File: src/rtl/dom_pkg.sv
// Shared helpers for the DOM-indep multiplier.
// Randomness bookkeeping for share pairs and share/lane bit slicing used by
// dom_indep_lane and dom_indep_pipe. Share s of lane w of a packed operand sits
// at bit s*WIDTH+w. Random pair k of lane w sits at bit k*WIDTH+w.
package dom_pkg;

    // Smallest masking order the gadget supports. Order 0 means no masking.
    localparam int DOM_MIN_ORDER = 1;

    // Number of fresh random bits per lane: one per unordered share pair.
    function automatic int dom_num_rand(input int order);
        return order * (order + 1) / 2;
    endfunction

    // Index of the random bit shared by share pair (i,j), i<j.
    function automatic int dom_rand_idx(input int i, input int j, input int order);
        int ns;
        ns = order + 1;
        return i * ns - i * (i + 1) / 2 + (j - i - 1);
    endfunction

    // LSB position of share s inside a packed NS*WIDTH operand.
    function automatic int dom_share_lsb(input int s, input int width);
        return s * width;
    endfunction

endpackage

File: src/rtl/dom_indep_lane.sv
// One bit lane of the DOM-indep AND gadget.
// Every inner and cross product is registered before any XOR compression, so
// that glitches from the two operands cannot combine ahead of the flops.
// Ports:
//   clk, rst_n : clock, asynchronous active-low reset
//   load       : capture a new operand pair into the product flops
//   a, b       : NS shares of each operand, bit s = share s
//   r          : NR fresh random bits, bit k = share pair k
//   c          : NS product shares, compressed combinationally from the flops
module dom_indep_lane
    import dom_pkg::*;
#(
    parameter int ORDER = 1
) (
    input  logic                            clk,
    input  logic                            rst_n,
    input  logic                            load,
    input  logic [ORDER:0]                  a,
    input  logic [ORDER:0]                  b,
    input  logic [dom_num_rand(ORDER)-1:0]  r,
    output logic [ORDER:0]                  c
);

    localparam int NS = ORDER + 1;
    // Cross terms stored row-major by owning share i, skipping the diagonal,
    // so the NS-1 terms that compress into c[i] form one contiguous slice.
    localparam int NC = NS * (NS - 1);

    logic [NS-1:0] inner_reg;
    logic [NS-1:0] inner_next;
    logic [NC-1:0] cross_reg;
    logic [NC-1:0] cross_next;

    assign inner_next = a & b;

    for (genvar gi = 0; gi < NS; gi++) begin : g_row
        for (genvar gj = 0; gj < NS; gj++) begin : g_col
            if (gi != gj) begin : g_cross
                localparam int CI = gi * (NS - 1) + ((gj < gi) ? gj : gj - 1);
                // Both (i,j) and (j,i) use the same random bit so it cancels
                // once all shares are combined.
                localparam int K  = (gi < gj) ? dom_rand_idx(gi, gj, ORDER)
                                              : dom_rand_idx(gj, gi, ORDER);
                assign cross_next[CI] = (a[gi] & b[gj]) ^ r[K];
            end
        end
    end

    // Each product bit is its own flop; these must not be merged or retimed.
    always_ff @(posedge clk or negedge rst_n) begin
        if (!rst_n) begin
            inner_reg <= '0;
            cross_reg <= '0;
        end else if (load) begin
            inner_reg <= inner_next;
            cross_reg <= cross_next;
        end
    end

    for (genvar gi = 0; gi < NS; gi++) begin : g_comp
        assign c[gi] = inner_reg[gi] ^ (^cross_reg[gi*(NS-1) +: (NS-1)]);
    end

endmodule

File: src/rtl/dom_indep_pipe.sv
// Pipelined DOM-indep masked AND over WIDTH independent lanes at order ORDER.
// Owns the valid pipeline and optional output register; each lane is a
// dom_indep_lane instance. Latency is 1 cycle (OUT_REG=0) or 2 (OUT_REG=1).
// Ports:
//   clk, rst_n : clock, asynchronous active-low reset
//   in_valid   : port_a/port_b/port_r valid this cycle
//   port_a/b   : NS*WIDTH operand shares, share s of lane w at bit s*WIDTH+w
//   port_r     : NR*WIDTH randomness, pair k of lane w at bit k*WIDTH+w
//   out_valid  : port_c carries a result
//   port_c     : NS*WIDTH product shares, same layout as port_a
module dom_indep_pipe
    import dom_pkg::*;
#(
    parameter int ORDER   = 1,
    parameter int WIDTH   = 1,
    parameter int OUT_REG = 0
) (
    input  logic                                    clk,
    input  logic                                    rst_n,
    input  logic                                    in_valid,
    input  logic [(ORDER+1)*WIDTH-1:0]              port_a,
    input  logic [(ORDER+1)*WIDTH-1:0]              port_b,
    input  logic [dom_num_rand(ORDER)*WIDTH-1:0]    port_r,
    output logic                                    out_valid,
    output logic [(ORDER+1)*WIDTH-1:0]              port_c
);

    localparam int NS = ORDER + 1;
    localparam int NR = dom_num_rand(ORDER);

    if (ORDER < DOM_MIN_ORDER || WIDTH < 1) begin : g_bad_param
        $error("dom_indep_pipe: ORDER must be >= 1 and WIDTH must be >= 1");
    end

    logic                  valid1_reg;
    logic [NS*WIDTH-1:0]   c_comb;

    for (genvar gw = 0; gw < WIDTH; gw++) begin : g_lane
        logic [NS-1:0] a_l;
        logic [NS-1:0] b_l;
        logic [NS-1:0] c_l;
        logic [NR-1:0] r_l;

        for (genvar gs = 0; gs < NS; gs++) begin : g_share
            assign a_l[gs] = port_a[dom_share_lsb(gs, WIDTH) + gw];
            assign b_l[gs] = port_b[dom_share_lsb(gs, WIDTH) + gw];
            assign c_comb[dom_share_lsb(gs, WIDTH) + gw] = c_l[gs];
        end
        for (genvar gk = 0; gk < NR; gk++) begin : g_rand
            assign r_l[gk] = port_r[gk*WIDTH + gw];
        end

        dom_indep_lane #(
            .ORDER (ORDER)
        ) u_lane (
            .clk   (clk),
            .rst_n (rst_n),
            .load  (in_valid),
            .a     (a_l),
            .b     (b_l),
            .r     (r_l),
            .c     (c_l)
        );
    end

    always_ff @(posedge clk or negedge rst_n) begin
        if (!rst_n) begin
            valid1_reg <= 1'b0;
        end else begin
            valid1_reg <= in_valid;
        end
    end

    if (OUT_REG != 0) begin : g_out_reg
        logic [NS*WIDTH-1:0] c_reg;
        logic                valid2_reg;

        always_ff @(posedge clk or negedge rst_n) begin
            if (!rst_n) begin
                c_reg      <= '0;
                valid2_reg <= 1'b0;
            end else begin
                valid2_reg <= valid1_reg;
                // Only capture fresh stage-1 data so port_c holds between results.
                if (valid1_reg) begin
                    c_reg <= c_comb;
                end
            end
        end

        assign port_c    = c_reg;
        assign out_valid = valid2_reg;
    end else begin : g_no_out_reg
        assign port_c    = c_comb;
        assign out_valid = valid1_reg;
    end

endmodule

File: config.mk
export PLATFORM = sky130hd
export DESIGN_NAME = dom_indep_pipe
export DESIGN_NICKNAME = d
export VERILOG_FILES = /design/src/rtl/dom_pkg.sv /design/src/rtl/dom_indep_lane.sv /design/src/rtl/dom_indep_pipe.sv
export SDC_FILE = /design/constraint.sdc
export NUM_CORES = 1
export LEC_CHECK = 0
export ABC_AREA = 0
export CAP_MARGIN = 20
export CORE_AREA = 8 8 45 47
export DETAILED_ROUTE_END_ITERATION = 8
export DIE_AREA = 0 0 53 55
export PLACE_DENSITY_LB_ADDON = 0.15
export SYNTH_ARGS = -nofsm -noshare
export SYNTH_HDL_FRONTEND = slang
export SYNTH_SLANG_ARGS = --single-unit
File: constraint.sdc
create_clock -name clk -period 0.8 [get_ports clk]
set_input_delay 0.16 -clock clk [delete_from_list [all_inputs] [get_ports clk]]
set_output_delay 0.16 -clock clk [all_outputs]
set_load 0.005 [all_outputs]
==> impl_metrics.ini <==
[status]
outcome = complete, but fails checks
failed_checks = setup timing

[yosys]
ys_seq_area_frac = 0.556
synth_edf_count = 0
ys_types = 9
yosysWarnings = 0
synthArstFlopShare = 1.00
yosysMostFrequentCell = dfrtp_1
yosys_register_bits = 5
synth_area_um2 = 225
syn_inst = 21
synth_nets = 29
yosysTopAreaCell = dfrtp_1
yosys-top-cells-area = dfrtp_1 56%, a21bo_1 8.9%, xor2_1 7.8%
ys.flop_type = dfrtp_1
synth_area_per_cell_um2 = 10.7
synth_top_cell_area_share = 0.556

[clock_network]
cts_num_sinks = 5
h-tree-depth = 1
cts_tree = yes
clock-root-buffer = clkbuf_4
clk_path_buf_depth = 2
cts_buffers = 3
clkLatencyLatePin_ns = 0.24
clk_pin_slew_ns = 0.04
cts_hold_buf = 0

[setup_path]
cp_data_required_time_ns = 0.64
critical_path_class = flip-flop to primary output
worstPathCellList = xor2_1 > buf_2
end_kind = primary output
slowest_delay_ns = 0.38
crit_buf_inv = 1
critPathLaunchType = flip-flop
worst_ep_arrival_time_ns = 0.90
cp_slowest_cell = dfrtp_1
path_max_fanout = 2
cp_top_family = flip-flops

[floorplan]
die_h_um = 55
ios = 11
core_um2 = 1380
dieArea_um2 = 2920
start_util = 0.163
die_w_um = 53
rows = 14

[timing]
skew_ns = 0
setup_viol = 3
fmaxAchievable_ghz = 0.941
finalCritPeriodShare = 1.33
worstMarginPinSlew_ns = 0.290
rsz0062_at_grt = yes
maxSlewHeadroom = 0.807
setup_tns_ns = -0.582
min_period_ns = 1.06
slew_violations = 0
hold_violations = 0
post-route-worst-setup-slack_ns = -0.262

[power]
swShare = 0.234
p_int_uw = 540
vdd_drop_max_mv = 0.434
clkPwrFrac = 0.409
pwr-share-comb = 0.181
p_per_area_nw_per_um2 = 1850
p_sw_uw = 165
p_leak_nw = 0.198
p_seq_frac = 0.409

[layout]
drive_above_1_share = 0.263
layout.nets = 47
finish.utilization = 0.276
antenna-diode-count = 0
syn2layout_area_growth_pct = 69.4

[route]
wl_per_cell_um = 10.4
drt_pre_antenna_iters = 1
routed_wl_um = 563
via_per_inst = 3.81
drc = 0
drt_iter0_drc = 0
vias = 206
postRouteAntennaNets = 0

[placed_design]
port_buffers = 10
gp_congestion = 0.654

[global_route]
grt_pass1_wl_um = 931
grt_pass1_vias = 231
grt_usage = 0.0487
grt-ovfl-total = 0
grt_start_max_net_pins = 10
antenna_found_initial = 0

[worst_hold_path]
worstHoldPathType = input port to async pin

[job]
max_cap_viol_count = 0
routing by layer:
layer  GRT usage  vias up  routed length (um)
li1            -      106                   -
met5           0        -                   0
met1      0.0520       91                 273
met3      0.0241        0                  38
met4      0.0905        0                   0
met2      0.0488        9                 251
worst paths after layout:
| kind | from | to | slack [ns] | cells past startpoint |
|---|---|---|---|---|
| min in group clk | port_b[1] | g_lane[0].u_lane.inner_reg[1] | 0.24 | 3 |
| setup / recovery | g_lane[0].u_lane.inner_reg[1] | port_c[1] | -0.26 | 2 |
| hold reg to reg | g_lane[0].u_lane.cross_reg[1] | g_lane[0].u_lane.cross_reg[1] | 0.58 | 2 |
| hold / removal | rst_n | out_valid | 0.14 | 1 |
| max in group asynchronous | rst_n | g_lane[0].u_lane.cross_reg[1] | 0.47 | 1 |
| setup reg to reg | g_lane[0].u_lane.cross_reg[0] | g_lane[0].u_lane.cross_reg[0] | 0.03 | 3 |
cell families after synthesis:
logic type             count (synthesis)  synth area share
AND/OR/NAND/NOR                        6             0.144
XOR/XNOR                               2            0.0778
flip-flops                             5             0.556
buffers and inverters                  2            0.0333
AO/OA/AOI/OAI                          6             0.189
placed cells by master, fill, tap and decap left out, drive strengths merged:
cell / instances
buf: 6
dfrtp: 5
dlygate4sd2: 4
clkbuf: 4
xor2: 2
a21bo: 2
nand3b: 2
a31oi: 2
inv: 2
nand3: 2
o21ai: 2
dlymetal6s2s: 2
nor2: 2
clkdlybuf4s50: 1
area by class of cell:
type	instances	area, um2
fillers	156	1000
multi-input cells	14	95.1
clock buffers	4	26.3
flip-flops and latches	5	125
well taps	16	20.0
repair buffers	13	108
inverters	2	7.51
power groups by stage:
| stage | combinational, mW | clock [mW] | sequential, mW |
|---|---|---|---|
| 2_1_floorplan | 0.0410 | 0 | 0.291 |
| 3_3_place_gp | 0.144 | 0 | 0.291 |
| 3_5_place_dp | 0.145 | 0 | 0.293 |
| 4_1_cts | 0.125 | 0.304 | 0.289 |
| 5_1_grt | 0.143 | 0.326 | 0.291 |
| 6_report | 0.128 | 0.288 | 0.288 |
what timing repair did:
action | CTS | global route
setup endpoints to repair | 7 | 5
gates cloned | 0 | 0
pin swaps | 2 | 3
gates resized for setup | 16 | 3
buffers inserted | 1 | 1
through the flow:
| stage | setup WS [ns] | cell area [um2] | total power [mW] | hold WS, ns | cells |
|---|---|---|---|---|---|
| floorplan | 0.106 | 225 | 0.332 | -0.136 | 21 |
| global placement | -0.394 | 353 | 0.435 | 0.399 | 48 |
| detailed placement | -0.408 | 353 | 0.438 | 0.393 | 48 |
| CTS | -0.280 | 367 | 0.718 | 0.138 | 53 |
| global route | -0.320 | 382 | 0.760 | 0.150 | 54 |
| finish | -0.262 | 382 | 0.705 | 0.140 | 54 |
worst register-to-register path: stages, from the launching register on:
cell and delay [ns]:
dfrtp_1 0.38, buf_4 0.14, nor2_2 0.07, a31oi_1 0.05
Note: power is estimated with default switching activity, not from simulation.
